[config.mk]
export PLATFORM = sky130hd
export DESIGN_NAME = div23_seq_ctrl
export DESIGN_NICKNAME = d
export VERILOG_FILES = /design/src/rtl/div23_pkg.sv /design/src/rtl/div23_rem_step.sv /design/src/rtl/div23_seq_ctrl.sv
export SDC_FILE = /design/constraint.sdc
export NUM_CORES = 1
export LEC_CHECK = 0
export CORE_UTILIZATION = 40
export DETAILED_ROUTE_END_ITERATION = 7
export PLACE_DENSITY = 0.82
export SETUP_SLACK_MARGIN = 0.2
export SYNTH_ARGS = -nofsm -noshare
export SYNTH_HDL_FRONTEND = slang
export SYNTH_HIERARCHICAL = 1
export SYNTH_SLANG_ARGS = --single-unit
[constraint.sdc]
create_clock -name clk -period 1.5 [get_ports clk]
set_input_delay 0.15 -clock clk [delete_from_list [all_inputs] [get_ports clk]]
set_output_delay 0.15 -clock clk [all_outputs]
set_load 0.01 [all_outputs]
[src/rtl/div23_pkg.sv]
// Shared constants, types and the single remainder-step function for the
// constant divide-by-23 sequencer.
package div23_pkg;

    localparam int DIVISOR = 23;
    localparam int REM_W   = 5;

    typedef logic [REM_W-1:0] rem_t;

    typedef enum logic [1:0] {
        IDLE = 2'd0,
        RUN  = 2'd1,
        DONE = 2'd2
    } ctrl_state_e;

    // Returns {q_bit, rem_next}; t = 2*r + b never exceeds 45 for legal r.
    function automatic logic [REM_W:0] rem_step(input rem_t rem_in, input logic bit_in);
        logic [REM_W:0] t;
        t = {rem_in, bit_in};
        if (t >= (REM_W+1)'(DIVISOR)) begin
            rem_step = {1'b1, REM_W'(t - (REM_W+1)'(DIVISOR))};
        end else begin
            rem_step = {1'b0, t[REM_W-1:0]};
        end
    endfunction

endpackage

[src/rtl/div23_rem_step.sv]
// One combinational restoring step of the divide-by-23 remainder recurrence:
// a 6-input / 6-output table mapping {rem_in, bit_in} to {q_bit, rem_out}.
module div23_rem_step (
    input  logic [4:0] rem_in,
    input  logic       bit_in,
    output logic [4:0] rem_out,
    output logic       q_bit
);
    import div23_pkg::*;

    logic [REM_W:0] w_step;

    assign w_step  = rem_step(rem_in, bit_in);
    assign q_bit   = w_step[REM_W];
    assign rem_out = w_step[REM_W-1:0];

endmodule

[src/rtl/div23_seq_ctrl.sv]
// Sequencing controller for divide-by-23: accepts a dividend, walks it MSB
// first BITS_PER_CYCLE bits per clock, and holds quotient/remainder until taken.
//
// state | meaning
// IDLE  | ready for a new dividend
// RUN   | stepping through dividend bits, counter counts down to 1
// DONE  | result valid and held until out_ready
module div23_seq_ctrl #(
    parameter int WIDTH          = 32,
    parameter int BITS_PER_CYCLE = 1,
    parameter int DIVISOR        = 23
) (
    input  logic             clk,
    input  logic             rst_n,
    input  logic             in_valid,
    output logic             in_ready,
    input  logic [WIDTH-1:0] in_dividend,
    output logic             out_valid,
    input  logic             out_ready,
    output logic [WIDTH-1:0] out_quotient,
    output logic [4:0]       out_remainder,
    output logic             busy
);
    import div23_pkg::*;

    localparam int STEPS = WIDTH / BITS_PER_CYCLE;
    localparam int CNT_W = $clog2(STEPS + 1);

    if (DIVISOR != div23_pkg::DIVISOR) begin : g_bad_divisor
        $error("div23_seq_ctrl supports only DIVISOR = 23");
    end
    if (!(BITS_PER_CYCLE == 1 || BITS_PER_CYCLE == 2 ||
          BITS_PER_CYCLE == 4 || BITS_PER_CYCLE == 8)) begin : g_bad_bpc
        $error("div23_seq_ctrl BITS_PER_CYCLE must be 1, 2, 4 or 8");
    end
    if ((WIDTH % BITS_PER_CYCLE) != 0) begin : g_bad_width
        $error("div23_seq_ctrl WIDTH must be a multiple of BITS_PER_CYCLE");
    end

    ctrl_state_e r_state, w_state_nxt;
    logic [WIDTH-1:0] r_shift, w_shift_nxt, w_shift_step;
    rem_t             r_rem, w_rem_nxt;
    logic [CNT_W-1:0] r_cnt, w_cnt_nxt;
    logic             r_alive;

    logic [BITS_PER_CYCLE:0][REM_W-1:0] w_chain;
    logic [BITS_PER_CYCLE-1:0]          w_qbits;

    // Dividend bits leave at the MSB while quotient bits enter at the LSB,
    // so after STEPS cycles the shift register holds the full quotient.
    assign w_chain[0] = r_rem;

    for (genvar k = 0; k < BITS_PER_CYCLE; k++) begin : g_step
        div23_rem_step u_step (
            .rem_in  (w_chain[k]),
            .bit_in  (r_shift[WIDTH-1-k]),
            .rem_out (w_chain[k+1]),
            .q_bit   (w_qbits[BITS_PER_CYCLE-1-k])
        );
    end

    if (WIDTH > BITS_PER_CYCLE) begin : g_shift_wide
        assign w_shift_step = {r_shift[WIDTH-BITS_PER_CYCLE-1:0], w_qbits};
    end else begin : g_shift_narrow
        assign w_shift_step = w_qbits;
    end

    always_comb begin
        w_state_nxt = r_state;
        w_shift_nxt = r_shift;
        w_rem_nxt   = r_rem;
        w_cnt_nxt   = r_cnt;
        case (r_state)
            IDLE: begin
                if (in_valid && in_ready) begin
                    w_shift_nxt = in_dividend;
                    w_rem_nxt   = '0;
                    w_cnt_nxt   = CNT_W'(STEPS);
                    w_state_nxt = RUN;
                end
            end
            RUN: begin
                w_shift_nxt = w_shift_step;
                w_rem_nxt   = w_chain[BITS_PER_CYCLE];
                w_cnt_nxt   = r_cnt - CNT_W'(1);
                if (r_cnt == CNT_W'(1)) begin
                    w_state_nxt = DONE;
                end
            end
            DONE: begin
                if (out_ready) begin
                    w_state_nxt = IDLE;
                end
            end
            default: begin
                w_state_nxt = IDLE;
            end
        endcase
    end

    always_ff @(posedge clk or negedge rst_n) begin
        if (!rst_n) begin
            r_state <= IDLE;
            r_shift <= '0;
            r_rem   <= '0;
            r_cnt   <= '0;
            r_alive <= 1'b0;
        end else begin
            r_state <= w_state_nxt;
            r_shift <= w_shift_nxt;
            r_rem   <= w_rem_nxt;
            r_cnt   <= w_cnt_nxt;
            r_alive <= 1'b1;
        end
    end

    // r_alive keeps in_ready low until the first clock after reset release.
    assign in_ready      = r_alive && (r_state == IDLE);
    assign out_valid     = (r_state == DONE);
    assign busy          = (r_state == RUN);
    assign out_quotient  = out_valid ? r_shift : '0;
    assign out_remainder = out_valid ? r_rem : '0;

    a_rem_range: assert property (@(posedge clk) disable iff (!rst_n)
        r_rem < REM_W'(DIVISOR));

    a_ready_valid_excl: assert property (@(posedge clk) disable iff (!rst_n)
        !(in_ready && out_valid));

    a_hold_under_backpressure: assert property (@(posedge clk) disable iff (!rst_n)
        (out_valid && !out_ready) |=>
            (out_valid && $stable(out_quotient) && $stable(out_remainder)));

endmodule
; ---- Word-level counts from Yosys, hierarchy flattened
; Cells that the tools add are included.
[word_totals]
in_bits = 36
elab_cells = 33
regBits = 46
[classes]
n_eq_ne = 6
mux = 13
add_sub_neg = 2
magnitude_cmp = 1
n_reduce_logical = 6
[op_table]
columns = operator, count
row1 = 32-bit 2-to-1 mux, 2
row2 = 32-bit case mux with 2 select lines, 1
row3 = 6-bit 2-to-1 mux, 2
row4 = 6-bit case mux with 2 select lines, 1
row5 = 5-bit 2-to-1 mux, 2
row6 = 5-bit case mux with 2 select lines, 1
row7 = 6-bit by 1-bit equality test with 1-bit output (second input constant), 1
row8 = 6-bit by 5-bit greater-or-equal comparator with 1-bit output (second input constant), 1
row9 = 2-bit 2-to-1 mux, 3
row10 = 2-bit case mux with 3 select lines, 1
row11 = 6-bit by 1-bit subtractor with 6-bit output (second input constant), 1
row12 = 5-bit subtractor (second input constant), 1
row13 = 2-bit by 1-bit inequality test with 1-bit output (second input constant), 2
row14 = 3-bit AND reduction, 1
row15 = 2-bit by 1-bit equality test with 1-bit output (second input constant), 1
row16 = 2-bit equality test (second input constant), 1
row17 = 1-bit logical AND, 2
row18 = 2-bit zero test, 1
row19 = 2-bit inequality test (second input constant), 1
row20 = 2-bit AND reduction, 1
row21 = 2-bit nonzero test, 1

; ---- Logic depth before layout (Yosys ltp)
; Gate-level depths: netlist (run 1).
[logic_depth]
depth_word = 5
mapped_depth = 6
ltp_nobuf = 6

; ---- By module
; The synthesis (run 1) kept the hierarchy.
[by_module_without_submodules]
columns = mod, n_inst, cells_per_inst, area_per_inst_um2, seq_area_each_um2
row1 = div23_seq_ctrl, 1, 216, 2303.5, 1151.1
row2 = div23_rem_step, 1, 17, 125.1, 0.0

; ---- Least setup slack after synthesis (run 1)
; No wires, ideal clock.
[synth_path]
path_kind = register -> register
startpoint = register r_rem[0]
endpoint = register r_rem[1]
setup_time_ns = 0.117
synth_period_minus_slack_ns = 1.515
path_stages_with_launch = 7
required_ns = 1.383
setup_slack_ns = -0.015
arrival_time_ns = 1.398
cell_sequence = dfrtp_1 ha_1 a21o_1 a21oi_4 mux2_1 nand2_1 nand2_1
[synth_rtl]
columns = item, line
row1 = start: declaration, div23_seq_ctrl.sv:42  ; rem_t r_rem, w_rem_nxt;
row2 = start signal: assignment, div23_seq_ctrl.sv:111  ; r_rem <= w_rem_nxt;

; ---- Worst setup path in the final report (run 1)
[layout_path]
startpoint = register r_state[0]
endpoint = output out_quotient[9]
[layout_between]
elab_chain_cells = 2
[layout_rtl]
columns = item, line
row1 = start: declaration, div23_seq_ctrl.sv:40  ; ctrl_state_e r_state, w_state_nxt;
row2 = start signal: assignment, div23_seq_ctrl.sv:109  ; r_state <= w_state_nxt;
row3 = 2-bit equality test, div23_seq_ctrl.sv:119  ; assign out_valid = (r_state == DONE);
row4 = 32-bit 2-to-1 mux, div23_seq_ctrl.sv:121  ; assign out_quotient = out_valid ? r_shift : '0;
row5 = end: declaration, div23_seq_ctrl.sv:20  ; output logic [WIDTH-1:0] out_quotient,
; No other way between the ends.

==> impl_metrics.csv, run 1 <==
group,metric,value,unit
clocking,htree_levels,2,
job,cap_violations,0,
worst_setup_path,reg2reg_slack,-0.19,ns
logic_synthesis,postSynthAreaPerCell,10.4,um2
logic_synthesis,synth_area_leaders,"dfrtp_1 (47%), a22o_1 (11%), a21o_1 (11%)",
clocking,cts_tree,"yes",
global_route,grt_max_degree,25,
min_path,hold_class,"primary input to asynchronous set/reset pin",
timing,slew_violations,0,
logic_synthesis,synth_ff_type,"dfrtp_1",
worst_setup_path,regToRegEndpoint,"r_shift[3]",
timing,rsz0062_at_grt,"yes",
worst_setup_path,cp_top_family,"simple AND/OR/NAND/NOR gates",
worst_setup_path,path_common_cell,"buf_6",
detailed_routing,drt_wl_total,8270,um
timing,max_freq,581,MHz
detailed_routing,firstDrtPassIters,4,
global_route,grt_pass1_wl,11100,um
layout,syn_to_final_growth,73.8,%
logic_synthesis,yosysUniqueCellTypes,39,
run_status,outcome,"finished with violations",
clocking,cts.sinks,46,
logic_synthesis,synth.net_count,272,
placement,gp_congestion,0.791,
logic_synthesis,synth_most_common_cell,"dfrtp_1",
placement,port_buffers,75,
worst_setup_path,worst_path_largest_cell_delay,0.42,ns
logic_synthesis,synth-seq-cells,46,
global_route,track_usage,0.231,
placement,dp.cells,383,
logic_synthesis,yosys_warnings,6,
clocking,clk_pin_slew,0.10,ns
timing,report.final.setup_viol,73,
pwr,power_density,1700,nW/um2
logic_synthesis,synthCells,233,
pwr,ir_worst_vdd,0.731,mV
floorplan,io_pins,76,
timing,tightestPinTransition,0.596,ns
logic_synthesis,synthArstFlopShare,1.00,
logic_synthesis,synth_top_area_frac,0.474,
floorplan,die_x,79.9,um
floorplan,row_count,28,
layout,drive_gt1_frac,0.419,
global_route,grt_overflow,0,
worst_setup_path,path_max_fanout,8,
worst_setup_path,cp.arrival,1.57,ns
timing,finalHoldViolCount,0,
global_route,grt_pass1_vias,2210,
clocking,insertion_delay,0.31,ns
floorplan,die_area,6390,um2
layout,insertedDiodeCount,0,
floorplan,fp.dieH,79.9,um
logic_synthesis,synth_edf_count,0,
floorplan,core,5890,um2
pwr,cellLeakagePower,2.15,nW
worst_setup_path,critical-path-slowest-cell,"dfrtp_1",
worst_setup_path,r2r_start,"r_state[0]",
worst_setup_path,critPathBufInv,3,
worst_setup_path,critPathLaunchType,"flip-flop",
floorplan,start_util,0.413,
layout,stdcell_count,428,
placement,postPlaceCellArea,3310,um2
logic_synthesis,ys_seq_area_frac,0.474,
worst_setup_path,crit_path_cell_trace,"and2b_2, buf_8, buf_6, and2_4, buf_6",
timing,postLayoutSetupSlackWorst,-0.222,ns
logic_synthesis,synth.cell_area,2430,um2
worst_setup_path,end_kind,"output port",
timing,timing.final.crit_share,1.15,
detailed_routing,ant_nets,0,
worst_setup_path,crit_type,"flip-flop to output port",
detailed_routing,vias,2387,
detailed_routing,route.detailed.wl_per_inst,19.3,um
timing,relSlewSlack,0.602,
global_route,antenna_found_initial,0,
detailed_routing,viasPerCell,5.58,
worst_setup_path,reg2reg_depth,7,
run_status,failed_checks,"setup timing",
placement,dpl.hpwl,3810,um
layout,final_nets,391,
logic_synthesis,ys_top_cells_by_count,"dfrtp_1 (46), and2_1 (37), a21o_1 (34)",
clocking,cts_buffers,5,
layout,fin_area,4220,um2
timing,clock_skew,0.0140,ns
detailed_routing,dr.first_iter.drc_count,109,
timing,fin_crit,1.72,ns
clocking,cts-root-buf,"clkbuf_8",
detailed_routing,drc_errors,0,
worst_setup_path,cp.required,1.35,ns
logic_synthesis,netlist.top_cell.by_area,"dfrtp_1",
clocking,clk_path_buf_depth,2,
==> through the flow <==
stage	worst slack (ns)	TNS (ns)	hold WS, ns	power (mW)	utilization
6_report	-0.222	-11.07	0.376	7.18	0.717
5_1_grt	-0.262	-14.26	0.431	7.57	0.717
4_1_cts	-0.133	-5.55	0.381	6.14	0.651
3_5_place_dp	-0.590	-23.21	0.174	4.63	0.563
3_3_place_gp	-0.539	-21.27	0.166	4.52	0.563
2_1_floorplan	0.0280	0	-0.146	3.94	-
==> cell families after synthesis <==
kind of cell	share of synthesized area
XOR/XNOR	0.00361
AO/OA/AOI/OAI	0.256
adder cells (fa/ha/maj)	0.0155
buffers and inverters	0.0500
other	0.00154
flip-flops	0.474
AND/OR/NAND/NOR	0.182
multiplexers	0.0175
==> state kept, by name, indices dropped and copies added, names as in the netlist <==
register,count
r_alive,1
r_state,2
r_cnt,6
r_shift,32
r_rem,5
==> cells in the final DEF, fill, tap and decap left out, types with 2 or more instances in the layout <==
cell type	count
and2_1	10
a22o_1	31
o21ai_0	3
inv_1	3
nand3_1	9
mux2i_1	2
nand2_2	2
clkbuf_16	4
nand2_1	13
buf_12	6
buf_6	49
buf_16	4
nor2_4	2
and2_4	27
mux2_4	2
nor2_1	3
dfrtp_1	46
ha_1	2
o21ai_1	4
buf_8	3
buf_4	13
clkdlybuf4s50_1	34
clkbuf_8	5
buf_2	7
a21o_1	34
clkdlybuf4s15_2	6
==> timing repair <==
action,CTS,global route
gates cloned,8,6
setup endpoints to repair,80,85
gates resized for setup,225,49
pin swaps,28,21
hold buffers,1,0
hold endpoints to repair,23,0
buffers inserted,11,11
==> how the worst max path moves through the flow <==
| stage | cells after the start | slack [ns] | from | end |
|---|---|---|---|---|
| final | 5 | -0.22 | r_state[0] | out_quotient[9] |
| after global placement | 4 | -0.54 | in_valid | r_shift[26] |
| after global routing | 5 | -0.26 | r_state[0] | out_quotient[8] |
| after detailed placement | 4 | -0.59 | in_valid | r_shift[5] |
| after CTS | 5 | -0.13 | r_state[1] | out_quotient[9] |
| after floorplan | 6 | 0.03 | r_shift[31] | r_rem[1] |
==> worst register-to-register path, stage by stage (launching register included) <==
cell	delay [ns]
dfrtp_1	0.43
buf_4	0.16
buf_6	0.11
and4bb_4	0.38
buf_4	0.16
buf_16	0.12
a22o_1	0.15
a21o_1	0.12
==> report_power, final <==
group	internal [mW]	total (mW)	switching, mW
registers	1.80	2.37	0.573
clock network	0.498	0.959	0.461
logic	2.22	3.85	1.63
total	4.52	7.18	2.66
==> cell type report <==
type                            count  area, um2
Multi-Input combinational cell    166       1330
Inverter                            5       23.8
Tap cell                           75       93.8
Timing Repair Buffer              128       1510
Clock buffer                        6       72.6
Clock inverter                      2       37.5
Sequential cell                    46       1150
Fill cell                         404       1660
==> metal layers <==
layer  GRT usage  routed length [um]  vias up
met5           0                   0        -
met4      0.0589                 147        0
met3      0.0526                 522       18
met2       0.399                4210      101
met1       0.289                3390     1196
li1            -                   -     1072
No activity file was read; power rests on OpenSTA's default activity.
==> run 2, diff against run 1 <==
--- a/config.mk
+++ b/config.mk
@@ -7,6 +7,7 @@
 export LEC_CHECK = 0
 export CORE_UTILIZATION = 40
 export DETAILED_ROUTE_END_ITERATION = 7
+export GPL_ROUTABILITY_DRIVEN = 0
 export PLACE_DENSITY = 0.82
 export SETUP_SLACK_MARGIN = 0.2
 export SYNTH_ARGS = -nofsm -noshare
==> results of run 2 <==
Final layout, timing and power as in run 1 (identical DEF).
==> run 3, diff against run 2 <==
--- a/config.mk
+++ b/config.mk
@@ -10,6 +10,7 @@
 export GPL_ROUTABILITY_DRIVEN = 0
 export PLACE_DENSITY = 0.82
 export SETUP_SLACK_MARGIN = 0.2
+export SKIP_LAST_GASP = 1
 export SYNTH_ARGS = -nofsm -noshare
 export SYNTH_HDL_FRONTEND = slang
 export SYNTH_HIERARCHICAL = 1
==> impl_metrics.csv, run 3 (same netlist as run 1, synthesis figures left out) <==
group,metric,value,unit
run_status,outcome,"finished with violations",
run_status,failed_checks,"setup timing",
clocking,clk_pin_slew,0.09,ns
worst_setup_path,critPathLaunchType,"flip-flop",
clocking,insertion_delay,0.31,ns
floorplan,die_x,79.9,um
clocking,cts_buffers,5,
layout,layout_common_cells,"buf_6 (47), dfrtp_1 (46), a21o_1 (34), clkdlybuf4s50_1 (34), a22o_1 (31)",
layout,fin_area,4110,um2
placement,place_ws,-0.590,ns
detailed_routing,drc_errors,0,
detailed_routing,route.detailed.wl_per_inst,17.8,um
worst_setup_path,crit_type,"flip-flop to flip-flop",
placement,postPlaceCellArea,3310,um2
floorplan,die_area,6390,um2
timing,rsz0062_at_grt,"yes",
worst_setup_path,r2r_start,"r_state[0]",
detailed_routing,firstDrtPassIters,4,
timing,relSlewSlack,0.611,
layout,top_register,"r_shift",
worst_setup_path,path_max_fanout,7,
timing,postLayoutSetupSlackWorst,-0.201,ns
global_route,grt_overflow,0,
global_route,grt_max_degree,25,
timing,timing.final.crit_share,1.13,
clocking,cts-root-buf,"clkbuf_8",
layout,top_regs,"r_shift: 32 flops, r_cnt: 6 flops, r_rem: 5 flops",
timing,whs,0.373,ns
timing,fin_crit,1.70,ns
timing,slew_violations,0,
worst_setup_path,end_kind,"flip-flop",
global_route,antenna_found_initial,0,
layout,layout_commonest_cell,"buf_6",
clocking,clk_path_buf_depth,2,
placement,port_buffers,75,
floorplan,start_util,0.413,
timing,report.final.setup_viol,72,
layout,final_nets,387,
worst_setup_path,reg2reg_depth,7,
job,cap_violations,0,
min_path,hold_class,"primary input to asynchronous set/reset pin",
clocking,htree_levels,2,
timing,tightestPinTransition,0.583,ns
detailed_routing,vias,2273,
pwr,ir_worst_vdd,0.738,mV
timing,finalHoldViolCount,0,
layout,fillCellCount,430,
global_route,track_usage,0.229,
detailed_routing,drt_wl_total,7540,um
timing,clock_skew,0.0122,ns
layout,syn_to_final_growth,69.1,%
clocking,cts.sinks,46,
layout,ff_latch_area,1150,um2
floorplan,row_count,28,
worst_setup_path,cp-startpoint,"r_state[0]",
worst_setup_path,cp.arrival,1.90,ns
worst_setup_path,cp.required,1.70,ns
pwr,power_density,1640,nW/um2
placement,dpl.hpwl,3810,um
layout,drive_gt1_frac,0.410,
layout,largest_reg_flops,32,
detailed_routing,dr.first_iter.drc_count,91,
detailed_routing,viasPerCell,5.36,
layout,insertedDiodeCount,0,
layout,utilization,0.698,
floorplan,io_pins,76,
layout,multi_input_area,1340,um2
floorplan,core,5890,um2
timing,max_freq,588,MHz
pwr,cellLeakagePower,2.08,nW
detailed_routing,ant_nets,0,
global_route,grt_pass1_wl,11000,um
global_route,grt_pass1_vias,2184,
floorplan,fp.dieH,79.9,um
clocking,cts_tree,"yes",
worst_setup_path,regToRegEndpoint,"r_shift[28]",
worst_setup_path,reg2reg_slack,-0.20,ns
==> run 3: final cells by class <==
| cell class | count | area share |
|---|---|---|
| clock buffer | 6 | 0.0177 |
| clock inverter | 2 | 0.00914 |
| inverter | 5 | 0.00518 |
| multi-input combinational | 167 | 0.325 |
| sequential | 46 | 0.280 |
| tap | 75 | 0.0228 |
| timing repair buffer | 123 | 0.340 |
==> run 3: how the worst max path moves through the flow <==
| stage | endpoint | slack (ns) | depth (start not counted) |
|---|---|---|---|
| final | r_shift[28] | -0.20 | 7 |
| after global routing | out_quotient[12] | -0.23 | 5 |
| after floorplan | r_rem[1] | 0.03 | 6 |
| after detailed placement | r_shift[5] | -0.59 | 4 |
| after CTS | out_quotient[9] | -0.13 | 5 |
| after global placement | r_shift[26] | -0.54 | 4 |
==> run 3: timing repair <==
item | CTS | global route
resized for setup | 220 | 49
endpoints found under the hold margin | 23 | 0
hold buffers | 1 | 0
gates cloned | 8 | 3
setup buffers | 11 | 10
endpoints found under the setup margin | 80 | 85
pin swaps | 24 | 12
==> run 3: metal layers <==
metal | vias up | wire length [um] | global-route usage
li1 | 1066 | - | -
met3 | 8 | 389 | 0.0526
met5 | - | 0 | 0
met1 | 1121 | 3170 | 0.286
met2 | 78 | 3920 | 0.398
met4 | 0 | 65 | 0.0536
==> run 3: metrics by stage <==
stage	total power, mW	setup TNS (ns)	cells
2_1_floorplan	3.94	0	233
3_3_place_gp	4.52	-21.27	383
3_5_place_dp	4.63	-23.21	383
4_1_cts	6.09	-5.89	411
5_1_grt	7.13	-12.90	424
6_report	6.73	-9.18	424
==> run 3: report_power, final <==
| part | total (mW) | internal (mW) | switching (mW) |
|---|---|---|---|
| registers | 2.35 | 1.80 | 0.557 |
| clock network | 0.938 | 0.498 | 0.440 |
| logic | 3.44 | 1.95 | 1.49 |
| total | 6.73 | 4.24 | 2.49 |
==> run 3: critical path: stages (launching register included) <==
cell	delay (ns)
dfrtp_1	0.41
buf_4	0.14
buf_6	0.11
and4bb_4	0.41
buf_12	0.14
nor2_4	0.04
clkbuf_16	0.15
a21o_1	0.18
==> RTL change 1, RTL diff (flow settings as in run 3) <==
The parameter `WIDTH` goes from 32 to 16.
--- a/src/rtl/div23_seq_ctrl.sv
+++ b/src/rtl/div23_seq_ctrl.sv
@@ -7,5 +7,5 @@
 // DONE  | result valid and held until out_ready
 module div23_seq_ctrl #(
-    parameter int WIDTH          = 32,
+    parameter int WIDTH          = 16,
     parameter int BITS_PER_CYCLE = 1,
     parameter int DIVISOR        = 23
Interface: changed (resized in_dividend and out_quotient); port bits go from 76 to 44. No check against the original RTL was run, so the function may have changed too.
==> RTL change 1 against run 3 <==
- the run still ends with setup timing left
- via count shrank 30%
- sequential power shrank 30%
- clock power decreased by 7.5%
- clock skew down 0.0076 ns
- power is 21% lower
- die area decreased by 31%
- synthesized area down 32%
- cell area decreased by 30%
- sequential cell count shrank 17
- wire length is 28% lower
- first-iteration DRC count fell by 30%
- non-clock buffer count fell by 50
- worst setup slack improved by 0.16 ns
- critical endpoint is now out_remainder[3]
- largest power group unchanged
==> RTL change 1: results (changes against run 3) <==
met2_usage_pct: 40.31  # +0.48 points
reg.largest.list: "r_shift: 16 flops, r_cnt: 5 flops, r_rem: 5 flops"
place_inst: 269  # -30%
cts_sinks: 29  # -37%
status: "complete, but fails checks"
multi_input_cells: 127  # -24%
grt_usage_pct: 23.44  # +0.56 points
p_leak_nw: 1.248  # -40%
grt_max_degree: 30  # +20%
setup-tns-final_ns: -0.6869  # +8.495 ns
dp_slack_ns: -0.03986  # +0.5506 ns
core.rowCount: 23  # -18%
power_frac_clock_pct: 16.3  # +2.4 points
avgSynthCellArea_um2: 9.653  # -7.4%
pwr-share-comb_pct: 52.8  # +1.7 points
violations: "setup timing"
reg2reg_slack_ns: -0.02  # +0.18 ns
finalSetupViolCount: 23  # -68%
drtIter0Drc: 64  # -30%
fin_ws_ns: -0.04380  # +0.1568 ns
final_layout_size_suffix_gt1_share_pct: 54.96  # +14 points
syn_nets: 195  # -28%
synthMuxAreaShare_pct: 2.562  # +0.81 points
clock_buffers: 7  # +1
fin_skew_ns: 0.004622  # -0.007561 ns
instances_no_fill: 292  # -31%
hold-worst-slack_ns: 0.2363  # -0.1364 ns
synth_common_cells: "29 x dfrtp_1, 21 x and2_1, 19 x nor2_1, 16 x o22ai_1, 14 x nand2_1"
grt_pass1_wl_mm: 7.362  # -33%
synth_area_leaders: "dfrtp_1 44%, and2_1 7.9%, nor3_2 7.8%, o22ai_1 6.0%, nor2_1 4.3%"
p_comb_mw: 2.81  # -18%
arrival_ns: 1.39  # -0.51 ns
wl_met2_mm: 3.008  # -23%
clock_area_share_pct: 4.047  # +1.4 points
fin_nets: 264  # -32%
met1_usage_pct: 27.74  # -0.88 points
hpwl_mm: 2.563  # -33%
yosys.area_share.xor_xnor_pct: 1.055  # +0.69 points
synthDistinctLibCells: 37  # -5.1%
buffer_area_share_pct: 28.76  # -5.2 points
seq_share_pct: 25.24  # -2.8 points
grt_pass1_vias: 1493  # -32%
dr_total_vias: 1592  # -30%
p_sw_share_pct: 40.80  # +3.8 points
path_clk_slew_ns: 0.07  # -0.02 ns
route.met3.wl_um: 226  # -42%
-- RTL change 1: final timing paths --
kind / endpoint / cells past startpoint / startpoint
max reg2reg: r_shift[0] / 7 / r_rem[0]
min reg2reg: r_cnt[4] / 1 / r_cnt[4]
max in group asynchronous: r_state[0] / 2 / rst_n
min: r_shift[3] / 2 / rst_n
max: out_remainder[3] / 4 / r_state[1]
min in group clk: r_shift[5] / 3 / in_dividend[5]
-- RTL change 1: repair_timing --
action | CTS | global route
cloned | 4 | 4
setup buffers | 5 | 2
resized for setup | 142 | 54
endpoints found under the setup margin | 51 | 51
pin swaps | 7 | 41
hold buffers | 0 | 0
-- RTL change 1: critical path, delay by kind of cell, from the launching register on --
| family | cells | cell delay [ns] |
|---|---|---|
| buffers and inverters | 2 | 0.28 |
| AND/OR/NAND/NOR | 2 | 0.41 |
| flip-flops | 1 | 0.41 |
==> RTL change 2, RTL diff (flow settings as in run 3) <==
Without the edit above. Add an input register stage for `in_dividend`, cleared by the reset; this delays it by one clock. The other inputs are not delayed to match.
--- a/src/rtl/div23_seq_ctrl.sv
+++ b/src/rtl/div23_seq_ctrl.sv
@@ -26,4 +26,14 @@
     localparam int STEPS = WIDTH / BITS_PER_CYCLE;
     localparam int CNT_W = $clog2(STEPS + 1);
+
+    logic [WIDTH-1:0] in_dividend_q;
+
+    always_ff @(posedge clk or negedge rst_n) begin
+        if (!rst_n) begin
+            in_dividend_q <= '0;
+        end else begin
+            in_dividend_q <= in_dividend;
+        end
+    end
 
     if (DIVISOR != div23_pkg::DIVISOR) begin : g_bad_divisor
@@ -74,5 +84,5 @@
             IDLE: begin
                 if (in_valid && in_ready) begin
-                    w_shift_nxt = in_dividend;
+                    w_shift_nxt = in_dividend_q;
                     w_rem_nxt   = '0;
                     w_cnt_nxt   = CNT_W'(STEPS);
Check against the original RTL: no difference found for any inputs over 10 cycles, from zero or initial values and one cycle with rst_n low; that may be too few to reach the edited logic, so the function may still have changed.
==> RTL change 2 against run 3 <==
- highest routed layer unchanged
- cell area grew 26%
- maximum frequency grew 2.6%
- sequential cell count grew 32
- worst setup slack gained 0.043 ns
- synthesized area grew 33%
- power grew 30%
- the run still ends with setup timing left
- critical endpoint is now out_quotient[22]
- wire length grew 12%
- via count grew 15%
- combinational power grew 15%
==> RTL change 2: results (changes against run 3) <==
grt_usage_pct: 19.71  # -3.2 points
wl_met2_mm: 4.283  # +9.3%
reg2reg_to: "r_cnt[5]"
finalSetupViolCount: 76  # +5.6%
cts_setup_buffers: 16  # +5
synth_area_leaders: "dfrtp_1 61%, a22o_1 8.4%, a21o_1 7.9%, and2_1 7.2%, nand2_1 1.7%"
hold_depth: 1
via_per_inst: 5.255  # -2.0%
setup-tns-final_ns: -8.041  # +1.140 ns
met1_usage_pct: 24.89  # -3.7 points
hpwl_mm: 4.469  # +17%
reg2reg_slack_ns: -0.14  # +0.06 ns
htreeDepth: 3  # +1
syn_nets: 304  # +12%
cts_buffers: 9  # +4
clock_latency_ns: 0.34  # +0.03 ns
fin_nets: 431  # +11%
violations: "setup timing"
met2_usage_pct: 33.15  # -6.7 points
p_leak_nw: 2.594  # +24%
place_inst: 446  # +16%
arrival_ns: 1.51  # -0.39 ns
grt_pass1_vias: 2612  # +20%
hold-worst-slack_ns: 0.2372  # -0.1355 ns
diodes: 0  # unchanged
ir_drop_uv: 668.2  # -9.4%
status: "complete, but fails checks"
path_clk_slew_ns: 0.08
fin_ws_ns: -0.1579  # +0.04269 ns
final_layout_size_suffix_gt1_share_pct: 41.31  # +0.34 points
drt-total-wl_mm: 8.428  # +12%
cts_resized: 201  # -8.6%
fin_skew_ns: 0.008418  # -0.003764 ns
synth_common_cells: "78 x dfrtp_1, 37 x and2_1, 34 x a21o_1, 31 x a22o_1, 15 x nand2_1"
reg.largest.list: "in_dividend_q: 32 flops, r_shift: 32 flops, r_cnt: 6 flops"
r2r.worst_path.cells: 8  # +1
grt_pass1_wl_mm: 12.78  # +16%
ys_seq_area_share_pct: 60.54  # +13 points
route.met3.wl_um: 371  # -4.6%
-- RTL change 2: changes by cell type after synthesis --
cell     before  now
buf_2         4    6
buf_4         3    1
dfrtp_1      46   78
-- RTL change 2: cell families after synthesis --
| family | count (synthesis) | synth area share [%] |
|---|---|---|
| flops | 78 | 60.54 |
| xor+xnor | 1 | 0.2717 |
| fa+ha+maj | 3 | 1.164 |
| simple gates | 77 | 13.70 |
| buf+inv | 22 | 3.609 |
| other cells | 1 | 0.1163 |
| mux | 4 | 1.319 |
| compound gates | 79 | 19.29 |
-- RTL change 2: worst max-delay path, stage by stage (launching register included) --
cell and delay, ns:
dfrtp_1 0.36, and2b_2 0.25, buf_6 0.14, clkbuf_16 0.16
and2_4 0.15, buf_6 0.11
-- RTL change 2: stage by stage --
| step | area (µm²) | worst slack (ns) |
|---|---|---|
| finish | 5161 | -0.1579 |
| global route | 5161 | -0.2186 |
| CTS | 4730 | -0.1630 |
| detailed placement | 4229 | -0.1286 |
| global placement | 4229 | -0.1128 |
| floorplan | 3237 | 0.02802 |
-- RTL change 2: cell type report --
| cell class | instances | area [µm²] |
|---|---|---|
| well taps | 102 | 127.6 |
| inverters | 5 | 23.77 |
| flip-flops and latches | 78 | 1952 |
| repair buffers | 133 | 1540 |
| fillers | 543 | 2606 |
| clock inverters | 6 | 61.31 |
| clock buffers | 10 | 127.6 |
| multi-input cells | 165 | 1329 |
-- RTL change 2: power by group --
part | leakage (nW) | switching (mW) | internal (mW) | total (mW)
Combinational | 1.55 | 1.58 | 2.35 | 3.94
Sequential | 0.949 | 0.569 | 2.70 | 3.27
Clock | 0.0964 | 0.754 | 0.767 | 1.52
Total | 2.59 | 2.90 | 5.82 | 8.73
